[src/rtl/fetch_stage_pkg.sv]
// Shared PC-control encodings and fetch-stage defaults.
// Latency: n/a (constants and a pure helper function only).
// Backpressure: n/a.
package fetch_stage_pkg;

    // Layout of the decoder's PC-control word: {J, B, cond[1:0]}
    localparam int WIDTH_PCCTRL = 4;
    localparam int PCCTRL_J     = 3;
    localparam int PCCTRL_B     = 2;

    // Branch condition encodings carried in pcctrl[1:0]
    localparam logic [1:0] PCCTRL_B_EQ  = 2'b00;
    localparam logic [1:0] PCCTRL_B_NE  = 2'b01;
    localparam logic [1:0] PCCTRL_B_LT  = 2'b10;
    localparam logic [1:0] PCCTRL_B_GEQ = 2'b11;

    // First fetch address and the NOP used to fill flushed/empty ID slots
    localparam logic [31:0] RESET_PC_DEFAULT    = 32'h0000_0000;
    localparam logic [31:0] BUBBLE_INST_DEFAULT = 32'h0000_0000;

    // Evaluate a branch condition against the EX comparator flags
    function automatic logic cond_true(input logic [1:0] cond, input logic eq, input logic lt);
        logic res;
        res = 1'b0;
        case (cond)
            PCCTRL_B_EQ:  res = eq;
            PCCTRL_B_NE:  res = ~eq;
            PCCTRL_B_LT:  res = lt;
            PCCTRL_B_GEQ: res = ~lt;
            default:      res = 1'b0;
        endcase
        return res;
    endfunction

endpackage

[src/rtl/fetch_stage_branch_resolve.sv]
// Resolves the EX-stage PC-control word into a taken/not-taken redirect.
// Latency: purely combinational, 0 cycles.
// Backpressure: none; output follows inputs every cycle.
module fetch_stage_branch_resolve
    import fetch_stage_pkg::*;
(
    input  logic [WIDTH_PCCTRL-1:0] ex_pcctrl,
    input  logic                    ex_eq,
    input  logic                    ex_lt,
    output logic                    redirect
);

    // Jumps always redirect; branches only when their condition holds
    always_comb begin
        redirect = ex_pcctrl[PCCTRL_J]
                 | (ex_pcctrl[PCCTRL_B] & cond_true(ex_pcctrl[1:0], ex_eq, ex_lt));
    end

endmodule

[src/rtl/fetch_stage.sv]
// Instruction fetch: owns PC, drives a 1-cycle sync ROM, fills the IF/ID register.
// Latency: instruction at pc reaches ID 2 cycles later; taken redirect costs 2 bubbles.
// Backpressure: stall freezes PC, ROM output and IF/ID; a redirect overrides stall.
// Optional FETCH_PERF_CNT_EN adds perf_fetch/perf_flush event counters.
module fetch_stage
    import fetch_stage_pkg::*;
#(
    parameter logic [31:0] RESET_PC    = RESET_PC_DEFAULT,
    parameter int          XLEN        = 32,
    parameter logic [31:0] BUBBLE_INST = BUBBLE_INST_DEFAULT
) (
    input  logic                    clk,
    input  logic                    rst_n,
    input  logic                    stall,
    input  logic [WIDTH_PCCTRL-1:0] ex_pcctrl,
    input  logic                    ex_eq,
    input  logic                    ex_lt,
    input  logic [XLEN-1:0]         ex_target,
    output logic                    imem_en,
    output logic [XLEN-1:0]         imem_addr,
    input  logic [XLEN-1:0]         imem_rdata,
    output logic [XLEN-1:0]         id_pc,
    output logic [XLEN-1:0]         id_pc4,
    output logic [XLEN-1:0]         id_inst,
    output logic                    id_valid,
    output logic                    redirect
`ifdef FETCH_PERF_CNT_EN
    ,
    output logic [31:0]             perf_fetch,
    output logic [31:0]             perf_flush
`endif
);

    localparam logic [XLEN-1:0] PC_STEP = XLEN'(4);

    logic [XLEN-1:0] pc_q;
    // Address whose ROM data is currently on imem_rdata, and whether it is real
    logic [XLEN-1:0] fa_q;
    logic            fv_q;

    // Targets are word aligned: no compressed instructions, and jalr bit0 is cleared too
    wire unused_target_lsbs = &{1'b0, ex_target[1:0]};

    fetch_stage_branch_resolve u_branch_resolve (
        .ex_pcctrl (ex_pcctrl),
        .ex_eq     (ex_eq),
        .ex_lt     (ex_lt),
        .redirect  (redirect)
    );

    // ROM is read at pc; disabling the read during stall keeps its output stable
    always_comb begin
        imem_addr = pc_q;
        imem_en   = ~stall | redirect;
    end

    // PC, fetch tracking and IF/ID register: reset > redirect > stall > advance
    always_ff @(posedge clk) begin
        if (!rst_n) begin
            pc_q     <= RESET_PC;
            fa_q     <= '0;
            fv_q     <= 1'b0;
            id_pc    <= '0;
            id_pc4   <= PC_STEP;
            id_inst  <= BUBBLE_INST;
            id_valid <= 1'b0;
        end else if (redirect) begin
            pc_q     <= {ex_target[XLEN-1:2], 2'b00};
            fv_q     <= 1'b0;
            id_inst  <= BUBBLE_INST;
            id_valid <= 1'b0;
        end else if (!stall) begin
            pc_q     <= pc_q + PC_STEP;
            fa_q     <= pc_q;
            fv_q     <= 1'b1;
            id_pc    <= fa_q;
            id_pc4   <= fa_q + PC_STEP;
            id_inst  <= fv_q ? imem_rdata : BUBBLE_INST;
            id_valid <= fv_q;
        end
    end

`ifdef FETCH_PERF_CNT_EN
    // Count valid instructions delivered to ID and taken redirects
    always_ff @(posedge clk) begin
        if (!rst_n) begin
            perf_fetch <= '0;
            perf_flush <= '0;
        end else if (redirect) begin
            perf_flush <= perf_flush + 32'd1;
        end else if (!stall && fv_q) begin
            perf_fetch <= perf_fetch + 32'd1;
        end
    end
`endif

endmodule

[config.mk]
export PLATFORM = sky130hd
export DESIGN_NAME = fetch_stage
export DESIGN_NICKNAME = d
export VERILOG_FILES = /design/src/rtl/fetch_stage_pkg.sv /design/src/rtl/fetch_stage_branch_resolve.sv /design/src/rtl/fetch_stage.sv
export SDC_FILE = /design/constraint.sdc
export NUM_CORES = 1
export LEC_CHECK = 0
export CORE_MARGIN = 3
export CORE_UTILIZATION = 47
export DETAILED_ROUTE_END_ITERATION = 8
export GPL_TIMING_DRIVEN = 0
export PLACE_DENSITY = 0.8
export SLEW_MARGIN = 15
export SYNTH_ARGS = -nofsm -noshare
export SYNTH_HDL_FRONTEND = slang
export SYNTH_HIERARCHICAL = 1
export SYNTH_SLANG_ARGS = --single-unit
[constraint.sdc]
create_clock -name clk -period 2.6 [get_ports clk]
set_clock_uncertainty 0.15 [all_clocks]
set_input_delay 0.52 -clock clk [delete_from_list [all_inputs] [get_ports clk]]
set_output_delay 0.52 -clock clk [all_outputs]
set_load 0.03 [all_outputs]
# [After elaboration in Yosys (flattened, before gate mapping)]
# Index checks and enable logic that the tools add are counted.
[totals] regBits=162 output_inout_bits=131
[op_classes] addsub=2 n_eq_ne=4 mux=4 bitwise_logic=8 n_reduce_logical=3
[ops] cell="2-to-1 mux 32 bit" count=3
[ops] cell="adder 32 x 3 -> 32 bit (second input constant)" count=2
[ops] cell="inverter 1 bit" count=5
[ops] cell="== test 2 bit (second input constant)" count=2
[ops] cell="one-hot mux 1 bit (4 select lines)" count=1
[ops] cell="== test 2 x 1 -> 1 bit (second input constant)" count=1
[ops] cell="logical NOT 2 bit" count=1
[ops] cell="inequality test 2 x 1 -> 1 bit (second input constant)" count=1
[ops] cell="bitwise OR 1 bit" count=2
[ops] cell="AND reduction 2 bit" count=1
[ops] cell="OR reduction 2 bit" count=1
[ops] cell="AND 1 bit" count=1

# [Logic depth before layout (Yosys ltp)]
# Gate-level depths: netlist of the first run.
[depth] word_depth=6 depth_mapped=9 depth_no_buf=7

# [Modules after synthesis]
# Netlist of the first run, hierarchy kept.
[by_module_without_submodules] mod="fetch_stage" n_inst=1 cells_per_inst=766 area_per_inst_um2=6545.0
[by_module_without_submodules] mod="fetch_stage_branch_resolve" n_inst=1 cells_per_inst=3 area_per_inst_um2=26.3

# [Worst setup path after synthesis of the first run]
# OpenSTA, ideal clock, no wires.
[synth_path] path_kind="input port to output port" startpoint="input ex_pcctrl[1]" endpoint="output imem_en" arrival_time_ps=2079 required_ps=1930 slack_ps=-149 path_stages=8 n_path_buf=3 path_cell_list="mux2i_1 xnor2_1 a21o_1 clkbuf_1 inv_1 clkbuf_8 clkbuf_1 nand2_1"
[synth_between] elab_chain_cells=5 word_cells_on_any_way=8 cone_classes="eq/ne (3); mux (1); bitwise (3); reduce/logical (1)"
[synth_rtl] item="from (decl)" line_no="fetch_stage.sv:15" text="input logic [WIDTH_PCCTRL-1:0] ex_pcctrl,"
[synth_rtl] item="== test 2 bit, or another cell as far along" line_no="fetch_stage_pkg.sv:25" text="case (cond)"
[synth_rtl] item="one-hot mux 1 bit (4 select lines) (*)" line_no="fetch_stage_pkg.sv:25"
[synth_rtl] item="AND 1 bit (*)" line_no="fetch_stage_branch_resolve.sv:16" text="| (ex_pcctrl[PCCTRL_B] & cond_true(ex_pcctrl[1:0], ex_eq, ex_lt));"
[synth_rtl] item="bitwise OR 1 bit (*)" line_no="fetch_stage_branch_resolve.sv:16"
[synth_rtl] item="net redirect" line_no="fetch_stage.sv:26" text="output logic redirect"
[synth_rtl] item="bitwise OR 1 bit (*)" line_no="fetch_stage.sv:54" text="imem_en = ~stall | redirect;"
[synth_rtl] item="to (decl)" line_no="fetch_stage.sv:19" text="output logic imem_en,"
# Mark *: on every way through the listed nets, which the timed path passes. The rest lies on a longest branch.

# [Worst setup path in the final report of the first run]
[layout_path] startpoint="input ex_pcctrl[0]" endpoint="output imem_en"
[layout_between] elab_chain_cells=5 word_cells_on_any_way=8 cone_classes="eq/ne (3); mux (1); bitwise (3); reduce/logical (1)"
[layout_rtl] item="== test 2 bit, or another cell as far along" line_no="fetch_stage_pkg.sv:25"
[layout_rtl] item="one-hot mux 1 bit (4 select lines) (*)" line_no="fetch_stage_pkg.sv:25"
[layout_rtl] item="AND 1 bit (*)" line_no="fetch_stage_branch_resolve.sv:16"
[layout_rtl] item="bitwise OR 1 bit (*)" line_no="fetch_stage_branch_resolve.sv:16"
[layout_rtl] item="bitwise OR 1 bit (*)" line_no="fetch_stage.sv:54"
# Mark *: on every way between the ends. The rest lies on a longest branch, timed or not.

==> results of run 1 <==
==> state kept, by name, indices dropped and copies added (netlist names) <==
name,count
id_pc,30
id_valid,1
id_inst,32
imem_addr,30
fv_q,1
id_pc4,30
fa_q,30
==> path summary, 6_finish.rpt <==
check / from / end / slack [ps] / cells after the start
min reg2reg: fv_q$_SDFFE_PP0N_ / fv_q$_SDFFE_PP0N_ / 310 / 2
max: ex_pcctrl[0] / imem_en / 80 / 8
min: fv_q$_SDFFE_PP0N_ / fv_q$_SDFFE_PP0N_ / 310 / 2
max reg2reg: imem_addr[2]$_SDFFE_PN0P_ / imem_addr[18]$_SDFFE_PN0P_ / 360 / 6
==> metrics by stage <==
stage / hold WS, ps / cell area, um^2 / setup slack, ps
after global placement: 296 / 8760 / -1120
after floorplan: 286 / 6600 / 33.4
final: 305 / 9390 / 77.9
after global routing: 338 / 9390 / 34.7
after detailed placement: 300 / 8760 / -1150
after CTS: 308 / 9390 / -80.1
==> cell families after synthesis <==
| kind of cell | after synthesis |
|---|---|
| AO/OA/AOI/OAI | 199 |
| XOR/XNOR | 53 |
| adder cells (fa/ha/maj) | 2 |
| buffers and inverters | 66 |
| flip-flops | 154 |
| multiplexers | 3 |
| other | 1 |
| AND/OR/NAND/NOR | 291 |
==> Yosys cell counts, types with 3 or more instances <==
| cell | instances | share of area |
|---|---|---|
| a21boi_0 | 61 | 0.070 |
| dfxtp_1 | 154 | 0.47 |
| buf_1 | 6 | 0.0034 |
| nor2_1 | 42 | 0.024 |
| o211a_1 | 9 | 0.014 |
| and3_1 | 9 | 0.0086 |
| nand2_1 | 153 | 0.087 |
| nor4_2 | 3 | 0.0057 |
| and2_1 | 10 | 0.0095 |
| nand3_1 | 18 | 0.014 |
| and4_1 | 3 | 0.0040 |
| a22oi_1 | 32 | 0.037 |
| xor2_1 | 29 | 0.039 |
| o21ai_0 | 52 | 0.040 |
| mux2i_1 | 3 | 0.0046 |
| nand4_1 | 21 | 0.020 |
| buf_4 | 6 | 0.0069 |
| clkbuf_1 | 43 | 0.025 |
| nor4_1 | 4 | 0.0038 |
| or3_1 | 4 | 0.0038 |
| xnor2_1 | 24 | 0.032 |
| nor3_1 | 5 | 0.0038 |
| inv_1 | 6 | 0.0034 |
| a21oi_1 | 40 | 0.030 |
==> critical path: cells and delay by family <==
family	cells	cell delay, ps
AOI/OAI and AO/OA	1	240
and+or+nand+nor	1	60
xor gates and xnor gates	1	110
buffers and inverters	5	910
==> repair_timing <==
item	in CTS	in global routing
endpoints found under the setup margin	113	22
gates resized for setup	21	3
buffers inserted	3	2
pin swaps	2	2
==> report_power, final <==
part	internal, mW	switching [mW]
logic	0.355	0.430
clock network	1.46	0.968
registers	2.45	0.119
==> layer usage <==
layer	global-route usage	part of all wire	routed length (um)	vias to the layer above
met3	0.0881	0.094	1800	29
met1	0.296	0.41	7850	2859
met2	0.410	0.48	9090	249
met4	0.0683	0.019	355	0
met5	0	0	0	-
li1	-	-	-	3089
==> layout make-up <==
type,instances,area share
repair buffers,199,0.211
multi-input cells,554,0.342
inverters,6,0.00266
clock inverters,11,0.0128
plain buffers,57,0.0309
well taps,176,0.0234
flip-flops and latches,154,0.328
clock buffers,21,0.0490
==> qor.yml, run 1 <==
run_status:
  status: "completed"
cts:
  cts_max_path_buffers: 2
  hold_buffers: 0
  cts_buffers: 17
  cts.sinks: 154
  root_buffer: "clkbuf_16"
  cts_tree: "yes"
  clk-insertion-delay-late_ps: 420
  path_clk_slew_ps: 60
  htree_levels: 4
timing:
  setup_tns_ps: 0
  finalMaxSlewViolations: 0
  finalCritPeriodShare: 0.970
  finalSetupViolations: 0
  fmax_ghz: 0.397
  hold_violations: 0
  worst-slew-pin-transition_ps: 697
  relSlewSlack: 0.529
  min_period_ps: 2520
  rsz0062_at_grt: "no"
layout:
  nets: 1064
  post-route-util: 0.698
  layout_commonest_cell: "clkdlybuf4s50_1"
  syn_to_final_growth_pct: 42.9
  multiInputGateArea_um2: 3210
  drive_above_1_share: 0.0689
  instances_no_fill: 1178
  final_cell_mix: "clkdlybuf4s50_1 (189), dfxtp_1 (154), nand2_1 (152)"
  fill_cells: 1127
  diodes: 0
  seqCellArea_um2: 3080
synth:
  async_flop_share: 0
  syn_area_um2: 6570
  syn-instance-count: 769
  synth_top_family_by_area: "simple AND/OR/NAND/NOR gates"
  synthMuxAreaShare: 0.00457
  synth-adder-area-share: 0.00381
  yosysWarnings: 6
  synth_xor_area_frac: 0.0706
  synth_edf_count: 0
  synth_compound_area_frac: 0.195
  synth.avg_cell_area_um2: 8.55
  ys.flop_type: "dfxtp_1"
  synthSimpleGateAreaFrac: 0.211
  ys_ff_latch: 154
  yosysSeqAreaShare: 0.469
  synth_cell_types: 51
detailed_routing:
  drt-total-wl_um: 19100
  drtIter0Drc: 446
  route.detailed.drc: 0
  wl_per_cell_um: 16.2
  dr.pass1.iters: 5
  ant_nets: 0
  vias_per_cell: 5.29
  vias: 6226
floorplanning:
  rows: 42
  die_h_um: 124
  fp.dieW_um: 124
  die_area_um2: 15400
  ios: 204
  core-area_um2: 13500
  initial_core_util: 0.488
setup_path:
  slowest_delay_ps: 470
  crit_chain: "clkdlybuf4s50_1 > xnor2_1 > a21o_2 > inv_4 > clkbuf_8 > clkbuf_16 > nand2_2 > buf_6"
  worst_setup_path_end_kind: "primary output"
  required_ps: 1930
  crit_type: "input pin to primary output"
  cp_max_fo: 6
  crit_slowest_cell: "clkdlybuf4s50_1"
  worstPathArrival_ps: 1850
  start_kind: "input pin"
placed_design:
  routabilityCongestion: 0.872
  dp.cells: 1144
  hpwl_um: 14200
  portBuffers: 194
power:
  power_density_nw_per_um2: 616
  vdd_drop_max_mv: 0.451
  p_total_mw: 5.78
  p_leak_nw: 3.29
global_routing:
  grt_use_total: 0.244
  antenna_found_initial: 0
  grt_max_degree: 17
  grt.overflow.total: 0
  grt_pass1_vias: 6017
  grt_pass1_wl_um: 30900
hold_path:
  hold_class: "flop to flop"
flow_run:
  drv_cap: 0
No activity file was read; power rests on OpenSTA's default activity.
==> run 2, diff against run 1 <==
Settings changed: CTS_CLUSTER_SIZE from default to 25, TNS_END_PERCENT from default to 100.
==> results of run 2 <==
No change in the layout: final DEF, timing and power equal those of run 1.
